`config.mk`:
```
export PLATFORM = sky130hd
export DESIGN_NAME = lsu_bus_master
export DESIGN_NICKNAME = d
export VERILOG_FILES = /design/src/rtl/lsu_bus_master_pkg.sv /design/src/rtl/lsu_bus_master_lane_align.sv /design/src/rtl/lsu_bus_master.sv
export SDC_FILE = /design/constraint.sdc
export NUM_CORES = 1
export LEC_CHECK = 0
export ABC_AREA = 1
export ABC_CLOCK_PERIOD_IN_PS = 2600
export CELL_PAD_IN_SITES_DETAIL_PLACEMENT = 1
export CELL_PAD_IN_SITES_GLOBAL_PLACEMENT = 1
export CORE_AREA = 2 2 152 154
export CTS_CLUSTER_DIAMETER = 80
export CTS_CLUSTER_SIZE = 8
export DETAILED_ROUTE_END_ITERATION = 8
export DIE_AREA = 0 0 154 156
export PLACE_DENSITY_LB_ADDON = 0.1
export SYNTH_ARGS = -nofsm -noshare
export SYNTH_HDL_FRONTEND = slang
export SYNTH_SLANG_ARGS = --single-unit
```
`constraint.sdc`:
```
create_clock -name clk_i -period 2.6 [get_ports clk_i]
set_input_delay 0.26 -clock clk_i [delete_from_list [all_inputs] [get_ports clk_i]]
set_output_delay 0.26 -clock clk_i [all_outputs]
set_load 0.05 [all_outputs]
```
`src/rtl/lsu_bus_master_pkg.sv`:
```
// Shared types and constants for the load/store bus master.
// Holds RV32 funct3 encodings, the FSM state type and the access-size mask helper.
package lsu_bus_master_pkg;

    localparam logic [2:0] LOAD_B  = 3'b000;
    localparam logic [2:0] LOAD_H  = 3'b001;
    localparam logic [2:0] LOAD_W  = 3'b010;
    localparam logic [2:0] LOAD_BU = 3'b100;
    localparam logic [2:0] LOAD_HU = 3'b101;

    localparam logic [2:0] STORE_BYTE = 3'b000;
    localparam logic [2:0] STORE_HALF = 3'b001;
    localparam logic [2:0] STORE_WORD = 3'b010;

    typedef enum logic [2:0] {
        IDLE,
        REQ0,
        WAIT0,
        REQ1,
        WAIT1,
        RESP
    } lsu_state_t;

    // Unshifted byte mask; loads and stores share the size encoding in funct3[1:0].
    function automatic logic [7:0] size_mask(input logic [2:0] funct3);
        logic [7:0] m;
        case (funct3 & 3'b011)
            STORE_BYTE: m = 8'h01;
            STORE_HALF: m = 8'h03;
            default:    m = 8'h0F;
        endcase
        return m;
    endfunction

endpackage

```
`src/rtl/lsu_bus_master_lane_align.sv`:
```
// Combinational lane steering: byte enables, write-data shift and load merge/extract.
// Misaligned accesses span two words; the upper 4 mask bits describe the second beat.
module lsu_bus_master_lane_align
    import lsu_bus_master_pkg::*;
(
    input  logic [2:0]  funct3_i,
    input  logic [1:0]  off_i,
    input  logic [31:0] wdata_i,
    input  logic [31:0] rdata0_i,
    input  logic [31:0] rdata1_i,
    output logic        split_o,
    output logic [3:0]  be0_o,
    output logic [3:0]  be1_o,
    output logic [31:0] wdata0_o,
    output logic [31:0] wdata1_o,
    output logic [31:0] load_data_o
);

    logic [7:0]  mask;
    logic [63:0] wshift;
    logic [63:0] merged;
    logic [31:0] d;

    assign mask     = size_mask(funct3_i) << off_i;
    assign split_o  = |mask[7:4];
    assign be0_o    = mask[3:0];
    assign be1_o    = mask[7:4];

    assign wshift   = {32'b0, wdata_i} << {off_i, 3'b000};
    assign wdata0_o = wshift[31:0];
    assign wdata1_o = wshift[63:32];

    assign merged   = {rdata1_i, rdata0_i} >> {off_i, 3'b000};
    assign d        = merged[31:0];

    always_comb begin
        load_data_o = d;
        case (funct3_i)
            LOAD_B:  load_data_o = {{24{d[7]}}, d[7:0]};
            LOAD_BU: load_data_o = {24'b0, d[7:0]};
            LOAD_H:  load_data_o = {{16{d[15]}}, d[15:0]};
            LOAD_HU: load_data_o = {16'b0, d[15:0]};
            LOAD_W:  load_data_o = d;
            default: load_data_o = d;
        endcase
    end

endmodule

```
`src/rtl/lsu_bus_master.sv`:
```
// Load/store initiator: turns one scalar request into one or two word beats and returns
// a single response carrying the extended load data or an error flag.
module lsu_bus_master
    import lsu_bus_master_pkg::*;
#(
    parameter bit          ALLOW_MISALIGNED = 1'b1,
    parameter int unsigned ADDR_W           = 32
) (
    input  logic              clk_i,
    input  logic              reset_ni,
    input  logic              req_valid_i,
    output logic              req_ready_o,
    input  logic              req_we_i,
    input  logic [2:0]        req_funct3_i,
    input  logic [ADDR_W-1:0] req_addr_i,
    input  logic [31:0]       req_wdata_i,
    output logic              rsp_valid_o,
    output logic [31:0]       rsp_rdata_o,
    output logic              rsp_err_o,
    output logic              bus_req_o,
    input  logic              bus_gnt_i,
    output logic              bus_we_o,
    output logic [ADDR_W-1:0] bus_addr_o,
    output logic [3:0]        bus_be_o,
    output logic [31:0]       bus_wdata_o,
    input  logic              bus_rvalid_i,
    input  logic [31:0]       bus_rdata_i
);

    lsu_state_t        state_q, state_d;
    logic              we_q, err_q;
    logic [2:0]        funct3_q;
    logic [ADDR_W-1:0] addr_q;
    logic [31:0]       wdata_q, rdata0_q, rdata1_q;

    logic              accept, req_illegal, req_misaligned, req_err;
    logic              split;
    logic [3:0]        be0, be1;
    logic [31:0]       wdata0, wdata1, load_data;
    logic [ADDR_W-1:0] word0_addr, word1_addr;

    // Ready is forced low during reset even though the state register already reads IDLE.
    assign req_ready_o = (state_q == IDLE) && reset_ni;
    assign accept      = req_valid_i && req_ready_o;

    always_comb begin
        req_illegal    = req_we_i ? (req_funct3_i > STORE_WORD)
                                  : ((req_funct3_i[1:0] == 2'b11) || (req_funct3_i == 3'b110));
        req_misaligned = 1'b0;
        case (req_funct3_i[1:0])
            2'b01:   req_misaligned = req_addr_i[0];
            2'b10:   req_misaligned = (req_addr_i[1:0] != 2'b00);
            default: req_misaligned = 1'b0;
        endcase
        req_err = req_illegal || (!ALLOW_MISALIGNED && req_misaligned);
    end

    assign word0_addr = {addr_q[ADDR_W-1:2], 2'b00};
    assign word1_addr = word0_addr + ADDR_W'(4);

    lsu_bus_master_lane_align u_lane_align (
        .funct3_i    (funct3_q),
        .off_i       (addr_q[1:0]),
        .wdata_i     (wdata_q),
        .rdata0_i    (rdata0_q),
        .rdata1_i    (rdata1_q),
        .split_o     (split),
        .be0_o       (be0),
        .be1_o       (be1),
        .wdata0_o    (wdata0),
        .wdata1_o    (wdata1),
        .load_data_o (load_data)
    );

    always_comb begin
        state_d = state_q;
        unique case (state_q)
            IDLE:    if (accept) state_d = req_err ? RESP : REQ0;
            REQ0:    if (bus_gnt_i) state_d = WAIT0;
            WAIT0:   if (bus_rvalid_i) state_d = split ? REQ1 : RESP;
            REQ1:    if (bus_gnt_i) state_d = WAIT1;
            WAIT1:   if (bus_rvalid_i) state_d = RESP;
            RESP:    state_d = IDLE;
            default: state_d = IDLE;
        endcase
    end

    always_comb begin
        bus_req_o   = 1'b0;
        bus_we_o    = 1'b0;
        bus_addr_o  = '0;
        bus_be_o    = 4'b0;
        bus_wdata_o = 32'b0;
        rsp_valid_o = 1'b0;
        rsp_err_o   = 1'b0;
        rsp_rdata_o = 32'b0;
        case (state_q)
            REQ0: begin
                bus_req_o   = 1'b1;
                bus_we_o    = we_q;
                bus_addr_o  = word0_addr;
                bus_be_o    = be0;
                bus_wdata_o = wdata0;
            end
            REQ1: begin
                bus_req_o   = 1'b1;
                bus_we_o    = we_q;
                bus_addr_o  = word1_addr;
                bus_be_o    = be1;
                bus_wdata_o = wdata1;
            end
            RESP: begin
                rsp_valid_o = 1'b1;
                rsp_err_o   = err_q;
                rsp_rdata_o = (!we_q && !err_q) ? load_data : 32'b0;
            end
            default: ;
        endcase
    end

    always_ff @(posedge clk_i or negedge reset_ni) begin
        if (!reset_ni) begin
            state_q  <= IDLE;
            we_q     <= 1'b0;
            err_q    <= 1'b0;
            funct3_q <= 3'b0;
            addr_q   <= '0;
            wdata_q  <= 32'b0;
            rdata0_q <= 32'b0;
            rdata1_q <= 32'b0;
        end else begin
            state_q <= state_d;
            if (accept) begin
                we_q     <= req_we_i;
                err_q    <= req_err;
                funct3_q <= req_funct3_i;
                addr_q   <= req_addr_i;
                wdata_q  <= req_wdata_i;
                // Zeroed so a single-beat load merges against an empty upper word.
                rdata0_q <= 32'b0;
                rdata1_q <= 32'b0;
            end
            if (state_q == WAIT0 && bus_rvalid_i) rdata0_q <= bus_rdata_i;
            if (state_q == WAIT1 && bus_rvalid_i) rdata1_q <= bus_rdata_i;
        end
    end

endmodule
```
## Word-level counts from Yosys, hierarchy flattened

Cells that the tools add are included.
W data, S select, Z words.

- Shift-type cells: 3
- Equality and inequality tests: 16
- Magnitude comparators: 1
- Add/sub/neg operators: 1
- Reduce and logical (&&, ||, !) cells: 16
- Multiplexer cells: 23

Operator list:

| kind | number |
|---|---|
| $mux W32 | 5 |
| $pmux W32 S2 | 2 |
| $pmux W32 S4 | 1 |
| $shl A32 B5 Y64 | 1 |
| $shr A64 B5 Y32 | 1 |
| $add A32 B3 Y32 const B | 1 |
| $mux W3 | 7 |
| $pmux W4 S2 | 2 |
| $eq A3 B3 Y1 const B | 5 |
| $pmux W3 S5 | 1 |
| $ne A2 B2 Y1 const B | 5 |
| $logic_not A3 Y1 | 3 |
| $shl A4 B2 Y8 | 1 |
| $eq A3 B1 Y1 const B | 2 |
| $eq A3 B2 Y1 const B | 2 |
| $logic_and A1 B1 Y1 | 5 |
| $mux W1 | 5 |
| $reduce_and A5 Y1 | 1 |
| $reduce_bool A2 Y1 | 2 |
| $reduce_or A4 Y1 | 1 |
| $gt A3 B2 Y1 const B | 1 |
| $eq A2 B1 Y1 const B | 1 |
| $eq A2 B2 Y1 const B | 1 |
| $logic_not A1 Y1 | 2 |
| other kinds (2) | 2 |

- Output and inout port bits: 105
- Input port bits: 105
- Register bits: 136

## Longest topological paths before layout

Gate-level depths: netlist of run 1.

- Word-level depth: 7
- Mapped depth: 11

## Hierarchy

A second synthesis of run 1 with hierarchy kept.

- Cells, all modules: 1,431
- Area, all modules: 9,201.3 µm²

By module, submodules not included:

| module | times used | sequential area each (µm²) | cells an instance | area each (µm²) |
|---|---|---|---|---|
| lsu_bus_master | 1 | 3,403.3 | 955 | 7,126.8 |
| lsu_bus_master_lane_align | 1 | 0.0 | 476 | 2,074.5 |

## Worst setup path after synthesis of run 1

OpenSTA, ideal clock, no wires.

- Path type: register to output
- Start: register state_q[0]
- End: output rsp_rdata_o[3]
- Cell stages (with the launch flop): 8
- Required time: 2,340 ps
- Path slack: -239 ps
- Arrival: 2,579 ps
- Cell sequence: dfrtp_1 inv_2 nor3_2 nand2_2 inv_2 buf_4 o21ai_0 a21oi_1

- Cells in the longest elaborated chain, start to end: 2

RTL lines:

| what | line | RTL |
|---|---|---|
| start: declaration | lsu_bus_master.sv:30 | `lsu_state_t state_q, state_d;` |
| start signal: assignment | lsu_bus_master.sv:132 | `state_q <= state_d;` |
| $eq A3 B3 Y1 | lsu_bus_master.sv:97 | `case (state_q)` |
| $mux W32 | lsu_bus_master.sv:97 |  |
| end: declaration | lsu_bus_master.sv:18 | `output logic [31:0] rsp_rdata_o,` |

Every way passes these cells.

## Final worst setup path of run 1

- Start: register addr_q[1]
- End: output rsp_rdata_o[14]

- Cells in the longest elaborated chain, start to end: 4

RTL lines:

| what | line | RTL |
|---|---|---|
| start: declaration | lsu_bus_master.sv:33 | `logic [ADDR_W-1:0] addr_q;` |
| start signal: assignment | lsu_bus_master.sv:137 | `addr_q <= req_addr_i;` |
| $shr A64 B5 Y32 | lsu_bus_master_lane_align.sv:33 | `assign merged = {rdata1_i, rdata0_i} >> {off_i, 3'b000};` |
| $pmux W32 S4 | lsu_bus_master_lane_align.sv:38 | `case (funct3_i)` |
| $mux W32 | lsu_bus_master.sv:115 | `rsp_rdata_o = (!we_q && !err_q) ? load_data : 32'b0;` |
| $mux W32 | lsu_bus_master.sv:97 |  |

Every way passes these cells.

==> results of run 1 <==
==> cell type report <==
cell class | instances | area [um2]
Sequential cell | 128 | 3210
Clock buffer | 20 | 437
Timing Repair inverter | 1 | 7.51
Clock inverter | 12 | 158
Tap cell | 285 | 357
Timing Repair Buffer | 248 | 3090
Multi-Input combinational cell | 877 | 4210
Inverter | 146 | 568
Fill cell | 2752 | 10300
==> path summary, 6_finish.rpt <==
check | to | cells past startpoint
setup / recovery | rsp_rdata_o[14] | 7
hold / removal | rdata1_q[11] | 2
setup reg to reg | addr_q[30] | 8
hold reg to reg | wdata_q[8] | 2
max in group asynchronous | addr_q[0] | 2
min in group clk_i | wdata_q[8] | 3
==> synthesized netlist by cell type, types with 3 or more instances <==
cell type,instances,area (um2)
o22ai_1,53,332
nor3_1,3,15.0
clkbuf_1,32,120
nand3_1,86,430
o221ai_1,8,70.1
inv_1,140,526
nor2_1,63,236
buf_2,26,130
o211ai_1,37,278
mux2i_1,6,60.1
nand2_1,431,1620
buf_4,8,60.1
or2_2,7,43.8
inv_2,5,18.8
o21ai_0,134,671
buf_6,3,33.8
nand2_2,3,18.8
dfrtp_1,128,3200
a21oi_1,26,130
==> flip-flops by register name, summed over array words and instances (netlist names) <==
| signal | count |
|---|---|
| err_q | 1 |
| wdata_q | 32 |
| funct3_q | 3 |
| addr_q | 32 |
| state_q | 3 |
| rdata1_q | 24 |
| rdata0_q | 32 |
| we_q | 1 |
==> cell families (layout without fill, tap and decap cells) <==
group	Yosys count	after routing
fa+ha+maj	1	1
buf+inv	217	427
xor+xnor	1	1
simple gates	600	600
mux	6	6
flops	128	128
other cells	1	2
compound gates	267	267
==> layer usage <==
| layer | share of wire [%] | GRT usage, % | vias up |
|---|---|---|---|
| li1 | - | - | 4362 |
| met1 | 44 | 37.0 | 4514 |
| met2 | 48 | 45.8 | 252 |
| met3 | 5.8 | 6.31 | 45 |
| met4 | 2.2 | 8.23 | 0 |
| met5 | 0 | 0 | - |
==> layout by cell type (no fill, tap or decap), types with 5 or more instances in the layout <==
cell type and count:
mux2i_1 6, a21oi_1 16, inv_1 134, clkbuf_16 17, a21oi_2 10, or2_2 7
o22ai_1 53, buf_4 65, nand3_1 85, o21ai_1 9, clkinvlp_4 7, nor2_1 54
o211ai_1 37, nor2_4 5, clkdlybuf4s50_1 104, nor2_2 6, nand2_1 429, dfrtp_1 126
buf_12 77, o21ai_0 126
==> power groups by stage <==
stage / registers, mW / clock network, mW / logic (mW)
2_1_floorplan: 3.36 / 0 / 5.53
3_3_place_gp: 3.66 / 0 / 8.47
3_5_place_dp: 3.70 / 0 / 8.63
4_1_cts: 3.69 / 2.51 / 8.91
5_1_grt: 3.80 / 2.62 / 9.85
6_report: 3.70 / 2.50 / 9.12
==> what timing repair did <==
| item | CTS | global route |
|---|---|---|
| setup buffers | 10 | 4 |
| gates resized for setup | 23 | 28 |
| setup endpoints to repair | 51 | 81 |
| gates cloned | 1 | 0 |
| pin swaps | 1 | 2 |
==> out/metrics.csv, run 1 <==
stage;metric;value;unit
status;status;complete, but fails checks;
status;failing checks;hold timing;
timing;Fin. Hold Viols;9;
grt;GRT Total Usage;27.9;%
final_layout;fin nets;1525;
timing;Tcrit/Tclk final;97.6;%
timing;min Tclk post-route;2.54;ns
timing;worst slew pin tran;0.791;ns
route;drt first pass iters;5;
cts;H-tree depth;4;
power_and_ir_drop;PwrDens;1270;nW/um2
final_layout;layout cells sized above 1;16.0;%
setup_path;crit path from;addr_q[1];
cts;CTS sink cnt;128;
setup_path;delay of the slowest cell on the worst path;0.40;ns
setup_path;Setup crit end kind;primary output;
synth;#FFs+latches synth;128;
synth;area fraction in compound gates after synthesis;18.9;%
timing;slew margin rel.;47.3;%
timing;Post-Route Skew;0.00788;ns
timing;fmax;394;MHz
setup_path;Buf+Inv Stages, Crit Path;3;
setup_path;crit path DAT;2.28;ns
power_and_ir_drop;leakage power;5.58;nW
grt;antenna violations before repair;1;
final_layout;fin area;12000;um2
synth;combinational family with the most area after synthesis;simple AND/OR/NAND/NOR gates;
floorplan;# rows;55;
setup_path;crit-path max FO;24;
power_and_ir_drop;total power;15.3;mW
final_layout;Final Util;53.8;%
setup_path;CP max-delay cell;dfrtp_1;
setup_path;r2r setup slk;0.38;ns
synth;post-synthesis adder-cell area fraction;0.154;%
grt;vias in the first global route;9423;
synth;mux contribution to synthesized area;0.737;%
cts;TritonCTS clock tree;built;
power_and_ir_drop;P_int;7.62;mW
floorplan;Die X;154;um
grt;largest net degree at the start of global routing;129;
synth;post-synthesis simple-gate area fraction;29.7;%
synth;YS warnings;0;
power_and_ir_drop;Comb pwr share;59.5;%
route;post-route ant nets;0;
synth;Syn Area/Cell;6.67;um2
synth;Post-synth EDFFs;0;
synth;xor/xnor share of the synthesized area;0.107;%
power_and_ir_drop;switching power total;7.70;mW
synth;Post-Synthesis Cell Area;8150;um2
setup_path;Crit path max-delay family;buffers and inverters;
place;IO Port Bufs;207;
route;final wirelength;33300;um
setup_path;reg-to-reg startpoint;state_q[1];
synth;Syn Inst Count;1221;
final_layout;Synth-to-Final Area Change;47.7;%
cts;Root Buffer;clkbuf_16;
floorplan;io pins;210;
setup_path;CP Class;register to primary output;
route;number of remaining DRC errors;0;
timing;hold_ws;-0.0477;ns
power_and_ir_drop;sw frac;50.3;%
cts;Clock transition at path regs;0.06;ns
place;placed cell count;1670;
power_and_ir_drop;Clk network pwr share;16.3;%
power_and_ir_drop;part of the power in registers;24.1;%
final_layout;Inserted Diodes;0;
setup_path;cell mode on critical path;a21oi_1;
route;1st-iter DRT viols;611;
synth;Seq/Total Area, Yosys;39.3;%
cts;hold buffer count at cts;0;
timing;Final Setup Violations;0;
floorplan;die height;156;um
floorplan;Initial Util;36.4;%
timing;total negative slack;0;ns
cts;clk_lat worst skew;0.43;ns
synth;prevailing post-synth register cell;dfrtp_1;
place;DP Worst Slack;0.226;ns
grt;total grt overflow;0;
cts;CTS Buf Count;17;
setup_path;required time worst endpoint;2.34;ns
route;WL/cell;19.4;um
place;placed inst area;11100;um2
floorplan;die area;24000;um2
power_and_ir_drop;Max rail drop VDD;873;uV
synth;Post-synth ARST share;100;%
setup_path;cells along the critical path;buf_4, a21oi_1, o21ai_0, nand3_1, buf_8, a21oi_1, buf_12;
synth;Unique masters post-synth;36;
timing;fin worst setup slack;0.0637;ns
cts;CTS Buffer Depth;2;
floorplan;Core Area;22400;um2
flow_run;Max-cap violations;0;
route;via count;9173;
route;vias per std cell;5.34;
timing;Slew Viols, Final;0;
grt;first-pass GRT wire length;52200;um
setup_path;critical path launch point type;register;
hold_path;hold crit path type;primary input to async pin;
final_layout;Post-Layout Cell Count;1717;
place;DP HPWL;23700;um
place;Final Wtd Congestion;0.928;
(Power assumes the default switching activity.)
==> inputs of run 2 (changes only) <==
Settings changed: SLEW_MARGIN from default to 10.
==> results of run 2 <==
The final DEF is identical to that of run 1; final timing and power are the same.
==> inputs of run 3 (changes only) <==
Settings changed: CTS_CLUSTER_SIZE 8 to default.
==> results of run 3 <==
The final DEF is identical to that of run 1; final timing and power are the same.
